`config.mk`:
```
export PLATFORM = sky130hd
export DESIGN_NAME = operand_fetch
export DESIGN_NICKNAME = d
export VERILOG_FILES = /design/src/rtl/operand_fetch_pkg.sv /design/src/rtl/operand_fetch_scoreboard.sv /design/src/rtl/operand_fetch.sv
export SDC_FILE = /design/constraint.sdc
export NUM_CORES = 1
export LEC_CHECK = 0
export CAP_MARGIN = 20
export CORE_ASPECT_RATIO = 1.75
export CORE_MARGIN = 2
export CORE_UTILIZATION = 35
export CTS_BUF_LIST = sky130_fd_sc_hd__clkbuf_4
export CTS_CLUSTER_SIZE = 10
export DETAILED_ROUTE_END_ITERATION = 8
export GPL_ROUTABILITY_DRIVEN = 1
export GPL_TIMING_DRIVEN = 0
export PLACE_DENSITY = 0.68
export SLEW_MARGIN = 20
export SYNTH_ARGS = -nofsm -noshare
export SYNTH_HDL_FRONTEND = slang
export SYNTH_SLANG_ARGS = --single-unit
```
`constraint.sdc`:
```
create_clock -name clk -period 3.9 [get_ports clk]
set_input_delay 0.78 -clock clk [delete_from_list [all_inputs] [get_ports clk]]
set_output_delay 0.78 -clock clk [all_outputs]
set_load 0.05 [all_outputs]
```
`src/rtl/operand_fetch_pkg.sv`:
```
// of_pkg: shared widths, register/word types and request/response structs for operand_fetch
package of_pkg;
  localparam int XLEN = 64;
  localparam int NREG = 32;
  localparam int AW = $clog2(NREG);
  localparam int OPW = 8;
  typedef logic [AW-1:0] reg_addr_t;
  typedef logic [XLEN-1:0] xword_t;
  typedef struct packed {
    reg_addr_t rs0;
    reg_addr_t rs1;
    reg_addr_t rd;
    logic wen;
    logic [OPW-1:0] op;
  } of_req_t;
  typedef struct packed {
    xword_t op0;
    xword_t op1;
    reg_addr_t rd;
    logic wen;
    logic [OPW-1:0] op;
  } of_rsp_t;
endpackage

```
`src/rtl/operand_fetch_scoreboard.sv`:
```
// operand_fetch_scoreboard: per-register pending-write bits; set/clear ports, three writeback-aware busy queries, err pulse on clear of an idle register
module operand_fetch_scoreboard
  import of_pkg::*;
(
  input  logic      clk,
  input  logic      rst,
  input  logic      set_en,
  input  reg_addr_t set_addr,
  input  logic      clr_en,
  input  reg_addr_t clr_addr,
  input  reg_addr_t q0_addr,
  input  reg_addr_t q1_addr,
  input  reg_addr_t q2_addr,
  output logic      eff_busy0,
  output logic      eff_busy1,
  output logic      eff_busy2,
  output logic      err
);
  logic [NREG-1:0] busy_q, busy_d;
  always_comb begin
    busy_d = busy_q;
    if (clr_en) busy_d[clr_addr] = 1'b0;
    if (set_en) busy_d[set_addr] = 1'b1;
    eff_busy0 = busy_q[q0_addr] && !(clr_en && clr_addr == q0_addr);
    eff_busy1 = busy_q[q1_addr] && !(clr_en && clr_addr == q1_addr);
    eff_busy2 = busy_q[q2_addr] && !(clr_en && clr_addr == q2_addr);
    err = clr_en && !busy_q[clr_addr];
  end
  always_ff @(posedge clk) busy_q <= rst ? '0 : busy_d;
endmodule

```
`src/rtl/operand_fetch.sv`:
```
// operand_fetch: issue stage; in_* handshake, rf_* read ports with writeback bypass, wb_* writeback, out_* registered operands, sb_err sticky scoreboard error
module operand_fetch
  import of_pkg::*;
(
  input  logic            clk,
  input  logic            rst,
  input  logic            in_valid,
  output logic            in_ready,
  input  logic [AW-1:0]   in_rs0,
  input  logic [AW-1:0]   in_rs1,
  input  logic [AW-1:0]   in_rd,
  input  logic            in_wen,
  input  logic [OPW-1:0]  in_op,
  output logic [AW-1:0]   rf_ra0,
  output logic [AW-1:0]   rf_ra1,
  input  logic [XLEN-1:0] rf_rd0,
  input  logic [XLEN-1:0] rf_rd1,
  input  logic            wb_valid,
  input  logic [AW-1:0]   wb_wa,
  input  logic [XLEN-1:0] wb_wd,
  output logic            out_valid,
  input  logic            out_ready,
  output logic [XLEN-1:0] out_op0,
  output logic [XLEN-1:0] out_op1,
  output logic [AW-1:0]   out_rd,
  output logic            out_wen,
  output logic [OPW-1:0]  out_op,
  output logic            sb_err
);
  of_req_t req;
  of_rsp_t rsp_q, rsp_d;
  logic out_valid_q, out_valid_d, sb_err_q, sb_err_d;
  logic b0, b1, b2, err, hazard, accept;
  xword_t op0_sel, op1_sel;
  operand_fetch_scoreboard u_sb (
    .clk(clk), .rst(rst),
    .set_en(accept && req.wen), .set_addr(req.rd),
    .clr_en(wb_valid), .clr_addr(wb_wa),
    .q0_addr(req.rs0), .q1_addr(req.rs1), .q2_addr(req.rd),
    .eff_busy0(b0), .eff_busy1(b1), .eff_busy2(b2), .err(err)
  );
  always_comb begin
    req = '{rs0: in_rs0, rs1: in_rs1, rd: in_rd, wen: in_wen, op: in_op};
    op0_sel = (wb_valid && wb_wa == req.rs0) ? wb_wd : rf_rd0;
    op1_sel = (wb_valid && wb_wa == req.rs1) ? wb_wd : rf_rd1;
    hazard = in_valid && (b0 || b1 || (req.wen && b2));
    in_ready = !rst && !hazard && (!out_valid_q || out_ready);
    accept = in_valid && in_ready;
    rsp_d = accept ? '{op0: op0_sel, op1: op1_sel, rd: req.rd, wen: req.wen, op: req.op} : rsp_q;
    out_valid_d = accept || (out_valid_q && !out_ready);
    sb_err_d = sb_err_q || err;
  end
  always_ff @(posedge clk) begin
    rsp_q <= rst ? '0 : rsp_d;
    out_valid_q <= rst ? 1'b0 : out_valid_d;
    sb_err_q <= rst ? 1'b0 : sb_err_d;
  end
  assign rf_ra0 = in_rs0;
  assign rf_ra1 = in_rs1;
  assign out_valid = out_valid_q;
  assign out_op0 = rsp_q.op0;
  assign out_op1 = rsp_q.op1;
  assign out_rd = rsp_q.rd;
  assign out_wen = rsp_q.wen;
  assign out_op = rsp_q.op;
  assign sb_err = sb_err_q;
endmodule

```
# Word-level counts from Yosys, hierarchy flattened
# Cells that the tools add are included.
# word_totals
ff_bits	176
inputBits	226
out_inout_bits	155
wordCells	65
# classes
n_lt_le_gt_ge	6
n_eq_ne	3
mux	16
bitwise	3
n_reduce_logical	29
# ops
op	n
64-bit two-way mux	2
32-bit two-way mux	2
32-bit AND	1
32-bit NOT	1
32-bit OR	1
5-bit by 6-bit less-than comparator with 1-bit output (second input constant)	4
1-bit binary-select mux with 5-bit select	4
1-bit logical AND	16
5-bit equality test	3
1-bit demux with 5-bit select	2
5-bit by 1-bit >= comparator with 1-bit output (second input constant)	2
1-bit zero test	8
1-bit two-way mux	6
1-bit logical OR	5

# Logic depth before layout (Yosys ltp)
# Gate-level depths: netlist of the first run.
# depth
ltp_word	13
depth_mapped	10
mapped_depth_nobuf	6

# Hierarchy
# A second synthesis of the first run with hierarchy kept.
# unflattened
cells_unflattened	1144
area_unflattened_um2	10558.9
# modules_own_cells
mod	n_inst	cells_each	area_each_um2
operand_fetch	1	848	7883.8
operand_fetch_scoreboard	1	296	2675.1

# Worst setup path after synthesis of the first run
# Ideal clock, no wire load.
# synth_timing
path_type	input-to-output
startpoint	input port in_rs0[0]
endpoint	output port in_ready
t_arrival_ps	3613
slack_ps	-493
path_stages	8
cell_sequence	buf_2 -> mux4_2 -> a31oi_1 -> o211ai_1 -> a32oi_1 -> clkbuf_1 -> nand2_1 -> a21boi_0
# synth_via
elab_chain_len	10
word_cells_on_any_way	12
cone_classes	1 x eq/ne; 2 x mux; 9 x reduce/logical
# synth_rtl
element	line_no	text
start, declared	operand_fetch.sv:9	input logic [AW-1:0] in_rs0,
branches (longest 3 deep; another with 1-bit binary-select mux with 5-bit select)	n/a	
1-bit logical AND *	operand_fetch_scoreboard.sv:24	eff_busy0 = busy_q[q0_addr] && !(clr_en && clr_addr == q0_addr);
1-bit logical OR * (2 in series)	operand_fetch.sv:46	hazard = in_valid && (b0 || b1 || (req.wen && b2));
1-bit logical AND *	operand_fetch.sv:46	
1-bit zero test *	operand_fetch.sv:47	in_ready = !rst && !hazard && (!out_valid_q || out_ready);
1-bit logical AND * (2 in series)	operand_fetch.sv:47	
end, declared	operand_fetch.sv:8	output logic in_ready,
# Every way passes the cells marked *. The select of a mux whose other input is x is not followed.

# Worst setup path after layout of the first run
# layout_timing
startpoint	input port in_rd[1]
endpoint	output port in_ready
# layout_via
elab_chain_len	10
word_cells_on_any_way	12
cone_classes	1 x eq/ne; 2 x mux; 9 x reduce/logical
# layout_rtl
element	line_no	text
start, declared	operand_fetch.sv:11	input logic [AW-1:0] in_rd,
branches (longest 3 deep; another with 1-bit binary-select mux with 5-bit select)	n/a	
1-bit logical AND *	operand_fetch_scoreboard.sv:26	eff_busy2 = busy_q[q2_addr] && !(clr_en && clr_addr == q2_addr);
1-bit logical AND *	operand_fetch.sv:46	
1-bit logical OR *	operand_fetch.sv:46	
1-bit logical AND *	operand_fetch.sv:46	
1-bit zero test *	operand_fetch.sv:47	
1-bit logical AND * (2 in series)	operand_fetch.sv:47	
# Marks and branches as above.

==> run metrics, run 1 <==
setup slack, reg-to-reg=0.81 ns; Register-to-Register Path Depth=9; Area growth syn-to-layout=49.1%; final worst-path cycle share=0.992; Overall Global Routing Usage=0.275; fin crit period=3.87 ns; clk_lat worst skew=0.64 ns; DRC errors left=0; Die ar.=0.0275 mm²; PwrDens=325 mW/mm²; dominant cell type by area after synthesis=dfxtp_1; # setup viols final=0; synth top area cells=dfxtp_1, mux2i_1, a211oi_1; Post-CTS Hold Buffers=0; slew margin rel.=0.404; largest net degree at the start of global routing=20; Arr. time, crit path=3.09 ns; synth warn=0; ANT nets after route=0; compound-gate portion of the synthesized area=0.224; root buf cell=clkbuf_4; count of different cell masters after synthesis=39; largest family of logic cells by synthesized area=multiplexers; area share of and/or/nand/nor cells after synthesis=0.0900; DR vias=9309; Routed Wire Length=38300 µm; Adder-Cell Fraction of Synth Area=0; CP Max Fanout=10; Die Y=218 µm; maximum clock path buffer count=2; Post-synth EDFFs=0; vias in the first global route=9445; run status=finished clean; mux contribution to synthesized area=0.225; DP HPWL=30400 µm; xor/xnor share of the synthesized area=0.0143; first-pass iteration count of the detailed router=5; # IOs=381; fin util=0.528; origin of the critical flop-to-flop path=u_sb.busy_q[0]$_SDFF_PP0_; area share of the largest cell type after synthesis=0.385; initial antenna violation count=1; core area=0.0259 mm²; CP Class=in -> out; HP Start=sb_err$_SDFF_PP0_; IO buf count=371; Data required, critical path=3.12 ns; Hold Path Sink=sb_err$_SDFF_PP0_; Primary FF master, synth=dfxtp_1; fillers=2420; final net count=1567; post-synthesis cell count=951; r2r endpoint=out_op0[33]$_SDFFE_PP0P_; f_max=259 MHz; #FFs+latches synth=176; critical path startpoint category=input port; layout cells sized above 1=0.103; Final Skew=0.0236 ns; Vias/cell=5.56; Post-Syn Area=0.00916 mm²; CTS buffer count=17; mean area per synthesized cell=9.63 µm²; Worst-Margin Slew=0.894 ns; drt initial violations=686; leakage power=0.00494 µW; Die W=126 µm; hold depth=2; Starting Density=0.354; final worst setup slack=0.0329 ns; TritonCTS clock tree=built; max-slew violation count=0; post-synthesis sequential area ratio=0.385; VDD IR max=0.000267 V; RSZ-0062 raised after global routing=false; H-tree levels=4; final count of hold timing violations=0; GPL Wtd Cong=0.975; grt total ovfl=0; syn_nets=1177; Worst Setup End Kind=output pin; row count=78; DP Worst Slack=-1.74 ns; WL per Instance=22.8 µm; first-pass GRT wire length=57500 µm; HP Class=reg -> reg; asr flop ratio synth=0; Reg clk slew, reported paths=0.15 ns; Sinks on Clock Net=176; total power=4440 µW; max-cap viol count=0
-- routing by layer --
metal	global-route usage	vias up	share of wire
met5	0	-	0
met4	0.131	0	0.046
met3	0.0643	98	0.059
met2	0.514	405	0.54
met1	0.286	4441	0.35
li1	-	4365	-
-- metrics by stage --
stage               area (µm²)  hold slack [ns]  std cells  TNS (ns)
floorplan                 9160            0.496        951         0
global placement         13300            0.447       1642   -105.08
detailed placement       13300            0.443       1642   -107.13
CTS                      13600            0.462       1674         0
global route             13700            0.497       1675         0
finish                   13700            0.461       1675         0
-- report_power, final --
group	switching, µW	internal (µW)	total (µW)	leakage (µW)
registers	57.1	1900	1950	0.00144
clock network	683	459	1140	0.000161
logic	790	553	1340	0.00335
total	1530	2910	4440	0.00494
-- worst max path at each step --
stage,end,start,slack (ns)
4_1_cts,in_ready,in_rd[0],0.03
6_report,in_ready,in_rd[1],0.03
2_1_floorplan,in_ready,in_rs0[0],0.14
3_3_place_gp,in_ready,in_rd[1],-1.75
5_1_grt,in_ready,in_rd[1],0.001
3_5_place_dp,in_ready,in_rd[1],-1.74
-- cell type report --
type | instances | area, µm² | share of cell area
diodes | 1 | 2.50 | 0.000183
plain buffers | 109 | 592 | 0.0433
clock buffers | 19 | 143 | 0.0104
clock inverters | 13 | 163 | 0.0119
inverters | 6 | 22.5 | 0.00165
multi-input cells | 659 | 5100 | 0.373
flip-flops and latches | 176 | 3520 | 0.258
well taps | 320 | 400 | 0.0293
repair buffers | 372 | 3720 | 0.272
-- logic make-up after synthesis --
group,Yosys count
flip-flops,176
multiplexers,166
AND/OR/NAND/NOR,142
AO/OA/AOI/OAI,336
buffers and inverters,116
XOR/XNOR,15
-- critical path, stage by stage --
cell and delay (ns):
clkdlybuf4s15_1 0.37, buf_6 0.22, mux4_2 0.33, a22oi_1 0.23
nand4_1 0.24, a32oi_4 0.34, buf_8 0.18, nand2_1 0.08
a21boi_2 0.14, buf_6 0.17
-- sequential cells by signal, summed over array words and instances, names as in the netlist --
| signal | cells |
|---|---|
| out_valid | 1 |
| out_op | 8 |
| out_rd | 5 |
| out_wen | 1 |
| out_op0 | 64 |
| out_op1 | 64 |
| sb_err | 1 |
| u_sb.busy_q | 32 |
-- placed cells by master (no fill, tap or decap), drive strengths merged, types with 3 or more instances in the layout --
cell type        n
clkdlybuf4s50  368
dfxtp          176
mux2i          132
a21oi          130
a211oi         129
buf             66
clkbuf          65
o21ai           63
mux4            32
nand2           28
nand3b          23
nand3           21
nor2b           19
nand2b          16
xor2            12
inv              7
clkinv           7
nand4            6
nor3b            6
and2             4
nor2             4
a32oi            4
nor4             3
xnor2            3
nor3             3
a22oi            3
bufinv           3
-- cell usage after synthesis (6+ instances only) --
cell type,instances
buf_4,22
nand3_1,21
dfxtp_1,176
nand2_1,28
nand4_1,6
inv_1,6
clkbuf_1,49
o21ai_0,59
nand2b_1,16
mux2i_1,132
mux4_2,32
buf_2,36
a211oi_1,129
nor3b_1,6
nor2b_1,19
xor2_1,12
a21oi_1,130
nand3b_1,23
-- repair_timing --
action	CTS	global route
hold endpoints to repair	0	0
pin swaps	1	2
gates resized for setup	24	21
endpoints found under the setup margin	2	1
setup buffers	1	0
Note: power is estimated with default switching activity, not from simulation.
==> run 2, diff against run 1 <==
- MAX_ROUTING_LAYER: default -> met4
==> run metrics, run 2 (same netlist as run 1, synthesis figures left out) <==
H-tree levels=4; Reg clk slew, reported paths=0.15 ns; CP Launch Point=in_rs0[1]; RSZ-0062 raised after global routing=false; Arr. time, crit path=3.03 ns; ANT nets after route=0; PwrDens=322 mW/mm²; Die ar.=0.0275 mm²; commonest non-fill, non-tap cell in the layout=clkdlybuf4s50_1; CP Cell Sequence=clkbuf_1 > mux4_2 > mux2i_1 > o211ai_1 > a32oi_4 > clkbuf_8 > nand2_1 > a21boi_2 > buf_6; Die W=126 µm; # setup viols final=0; IO buf count=371; layout cells sized above 1=0.107; Data required, critical path=3.12 ns; largest net degree at the start of global routing=20; Worst-Margin Slew=0.871 ns; Vias/cell=5.56; DP HPWL=30900 µm; run status=finished clean; Worst path max stage delay=0.51 ns; root buf cell=clkbuf_4; drt initial violations=525; Area growth syn-to-layout=49.4%; Starting Density=0.354; hold_ws=0.466 ns; max-cap viol count=0; DRC errors left=0; initial antenna violation count=4; Setup TNS=0 ns; worst path bufs/invs=3; Sinks on Clock Net=176; final worst-path cycle share=0.978; WL per Instance=23.0 µm; setup slack, reg-to-reg=0.86 ns; max-slew violation count=0; first-pass iteration count of the detailed router=5; grt total ovfl=0; fin crit period=3.81 ns; Post-CTS Hold Buffers=0; Routed Wire Length=38500 µm; crit-path leading delay family=buffers and inverters; Final Skew=0.0209 ns; Die Y=218 µm; total power=4400 µW; TritonCTS clock tree=built; vias in the first global route=9521; HP Start=sb_err$_SDFF_PP0_; GPL Wtd Cong=0.974; core area=0.0259 mm²; # IOs=381; row count=78; DR vias=9341; first-pass GRT wire length=57100 µm; HP Class=reg -> reg; CP Class=in -> out; f_max=262 MHz; slew margin rel.=0.420; origin of the critical flop-to-flop path=u_sb.busy_q[11]$_SDFF_PP0_; critical path startpoint category=input port; final count of hold timing violations=0; final net count=1568; slowest CP cell=clkbuf_1; clk_lat worst skew=0.60 ns; Worst Setup End Kind=output pin; maximum clock path buffer count=2; VDD IR max=0.000204 V; CP Max Fanout=9; most frequent cells in the layout=clkdlybuf4s50_1, dfxtp_1, mux2i_1; CTS buffer count=17; Overall Global Routing Usage=0.282; leakage power=0.00494 µW
run 2: repair_timing:
item / 4_1_cts / 5_1_grt
resized for setup: 32 / 18
setup buffers: 2 / 0
setup endpoints to repair: 140 / 1
pin swaps: 2 / 4
run 2: cell type report:
type,count,area (µm²)
fillers,2422,12200
diodes,4,10.0
clock inverters,15,158
plain buffers,109,603
well taps,320,400
clock buffers,17,128
flip-flops and latches,176,3520
repair buffers,373,3720
inverters,6,22.5
multi-input cells,659,5120
run 2: final timing paths:
path / endpoint / cells past startpoint
max: in_ready / 9
max reg2reg: out_op0[58]$_SDFFE_PP0P_ / 9
min: sb_err$_SDFF_PP0_ / 2
min reg2reg: sb_err$_SDFF_PP0_ / 2
run 2: per-stage QoR:
stage,utilization,setup slack (ns),cell area [µm²],instances
2_1_floorplan,-,0.144,9160,951
3_3_place_gp,0.513,-1.92,13300,1642
3_5_place_dp,0.513,-1.84,13300,1642
4_1_cts,0.528,0.00365,13600,1675
5_1_grt,0.529,0.00290,13700,1679
6_report,0.529,0.0876,13700,1679
run 2: where the power goes:
group | internal (µW) | switching [µW] | total, µW
sequential | 1900 | 58.6 | 1960
clock | 387 | 708 | 1100
combinational | 555 | 795 | 1350
total | 2840 | 1560 | 4400
run 2: worst register-to-register path: stages (launching register included):
cell	delay, ns
dfxtp_1	0.39
mux4_2	0.55
a22oi_2	0.22
nand4_1	0.20
a32oi_4	0.30
buf_4	0.19
clkbuf_1	0.42
buf_2	0.36
a21oi_1	0.11
a211oi_1	0.23
run 2: per-layer routing:
metal | up-vias | GRT usage | share of wire
met4 | 0 | 0.161 | 0.054
met2 | 397 | 0.494 | 0.53
met3 | 110 | 0.0599 | 0.056
met5 | - | - | 0
met1 | 4454 | 0.289 | 0.36
li1 | 4380 | - | -
==> run 3, diff against run 2 <==
- SLEW_MARGIN: 20 -> 0
- clock period: 3.9 -> 3.65 ns (I/O delays scaled with it)
==> run metrics, run 3 (same netlist as run 1, synthesis figures left out) <==
placed cell area=0.0133 mm²; Die W=126 µm; Routed Wire Length=39200 µm; fin crit period=3.61 ns; CP Class=in -> out; Data required, critical path=2.92 ns; CTS buffer count=17; Gate power share=0.301; switching power=1660 µW; ANT nets after route=0; CP Max Fanout=7; Placed Cells=1642; Seq pwr share=0.434; Sinks on Clock Net=176; TritonCTS clock tree=built; vias in the first global route=9562; IO buf count=371; grt total ovfl=0; Worst-Margin Slew=0.876 ns; Final Skew=0.0221 ns; DP HPWL=31000 µm; WL per Instance=23.3 µm; first-pass GRT wire length=58000 µm; max-slew violation count=0; final worst-path cycle share=0.989; clk_lat worst skew=0.64 ns; post-route design area=0.0138 mm²; PwrDens=349 mW/mm²; Sw Share=0.344; Worst Setup End Kind=output pin; Post-CTS Hold Buffers=0; most frequent cells in the layout=clkdlybuf4s50_1, dfxtp_1, mux2i_1; max-cap viol count=0; core area=0.0259 mm²; f_max=277 MHz; RSZ-0062 raised after global routing=false; maximum clock path buffer count=2; GPL Wtd Cong=0.975; root buf cell=clkbuf_4; # setup viols final=0; final count of hold timing violations=0; critical path startpoint category=input port; Vias/cell=5.62; row count=78; Non-Filler Instances=1678; commonest non-fill, non-tap cell in the layout=clkdlybuf4s50_1; Arr. time, crit path=2.88 ns; largest net degree at the start of global routing=20; Reg clk slew, reported paths=0.14 ns; layout cells sized above 1=0.111; slew margin rel.=0.416; leakage power=0.00502 µW; internal cell power=3160 µW; Starting Density=0.354; drt initial violations=674; Die ar.=0.0275 mm²; total power=4820 µW; H-tree levels=4; clock share of power=0.265; Area growth syn-to-layout=50.5%; final net count=1569; DR vias=9430; initial antenna violation count=3; Die Y=218 µm; DRC errors left=0; run status=finished clean; first-pass iteration count of the detailed router=7; HP Class=reg -> reg; VDD IR max=0.000230 V; Overall Global Routing Usage=0.287; # IOs=381
==> run 3: final timing paths <==
check | cells after the start | slack [ns] | start | to
max | 10 | 0.04 | in_rd[0] | in_ready
min reg2reg | 2 | 0.47 | sb_err$_SDFF_PP0_ | sb_err$_SDFF_PP0_
min | 2 | 0.47 | sb_err$_SDFF_PP0_ | sb_err$_SDFF_PP0_
max reg2reg | 9 | 0.59 | u_sb.busy_q[19]$_SDFF_PP0_ | out_op0[35]$_SDFFE_PP0P_
==> run 3: through the flow <==
step | hold WS [ns] | setup WS [ns] | utilization | setup TNS (ns)
2_1_floorplan | 0.496 | 0.0810 | - | 0
3_3_place_gp | 0.443 | -2.08 | 0.514 | -152.86
3_5_place_dp | 0.448 | -2.09 | 0.514 | -155.05
4_1_cts | 0.469 | 0.00843 | 0.530 | 0
5_1_grt | 0.493 | 0.00244 | 0.533 | 0
6_report | 0.469 | 0.0403 | 0.533 | 0
==> run 3: worst max-delay path: stages <==
cell,delay (ns)
clkbuf_4,0.17
buf_12,0.14
mux4_2,0.57
a22oi_2,0.20
nand4_1,0.17
a32oi_4,0.28
clkbuf_8,0.20
nand2_1,0.09
a21boi_4,0.16
buf_6,0.17
==> run 3: routing by layer <==
metal  GRT usage  routed length, µm  vias to the layer above
met3      0.0550               2020                      108
met2       0.513              20800                      422
met1       0.298              14300                     4518
met5           -                  0                        -
li1            -                  -                     4382
met4       0.145               2050                        0
==> run 3: power groups by stage <==
stage	Clock (µW)	Combinational [µW]	Sequential (µW)
4_1_cts	1300	1450	2090
3_5_place_dp	0	1430	2130
3_3_place_gp	0	1420	2130
2_1_floorplan	0	434	2470
6_report	1280	1450	2090
5_1_grt	1370	1520	2100
==> run 3: what timing repair did <==
item,in CTS,in global routing
buffers inserted,2,1
endpoints found under the hold margin,0,0
resized for setup,44,23
pin swaps,1,5
setup endpoints to repair,161,1
cloned,0,0
==> run 3: cell type report <==
cell class              count  area [µm²]
diodes                      3        7.51
plain buffers             109         627
clock buffers              17         128
clock inverters            14         191
fillers                  2409       12100
inverters                   6        22.5
multi-input cells         659        5150
flip-flops and latches    176        3530
well taps                 320         400
repair buffers            374        3740
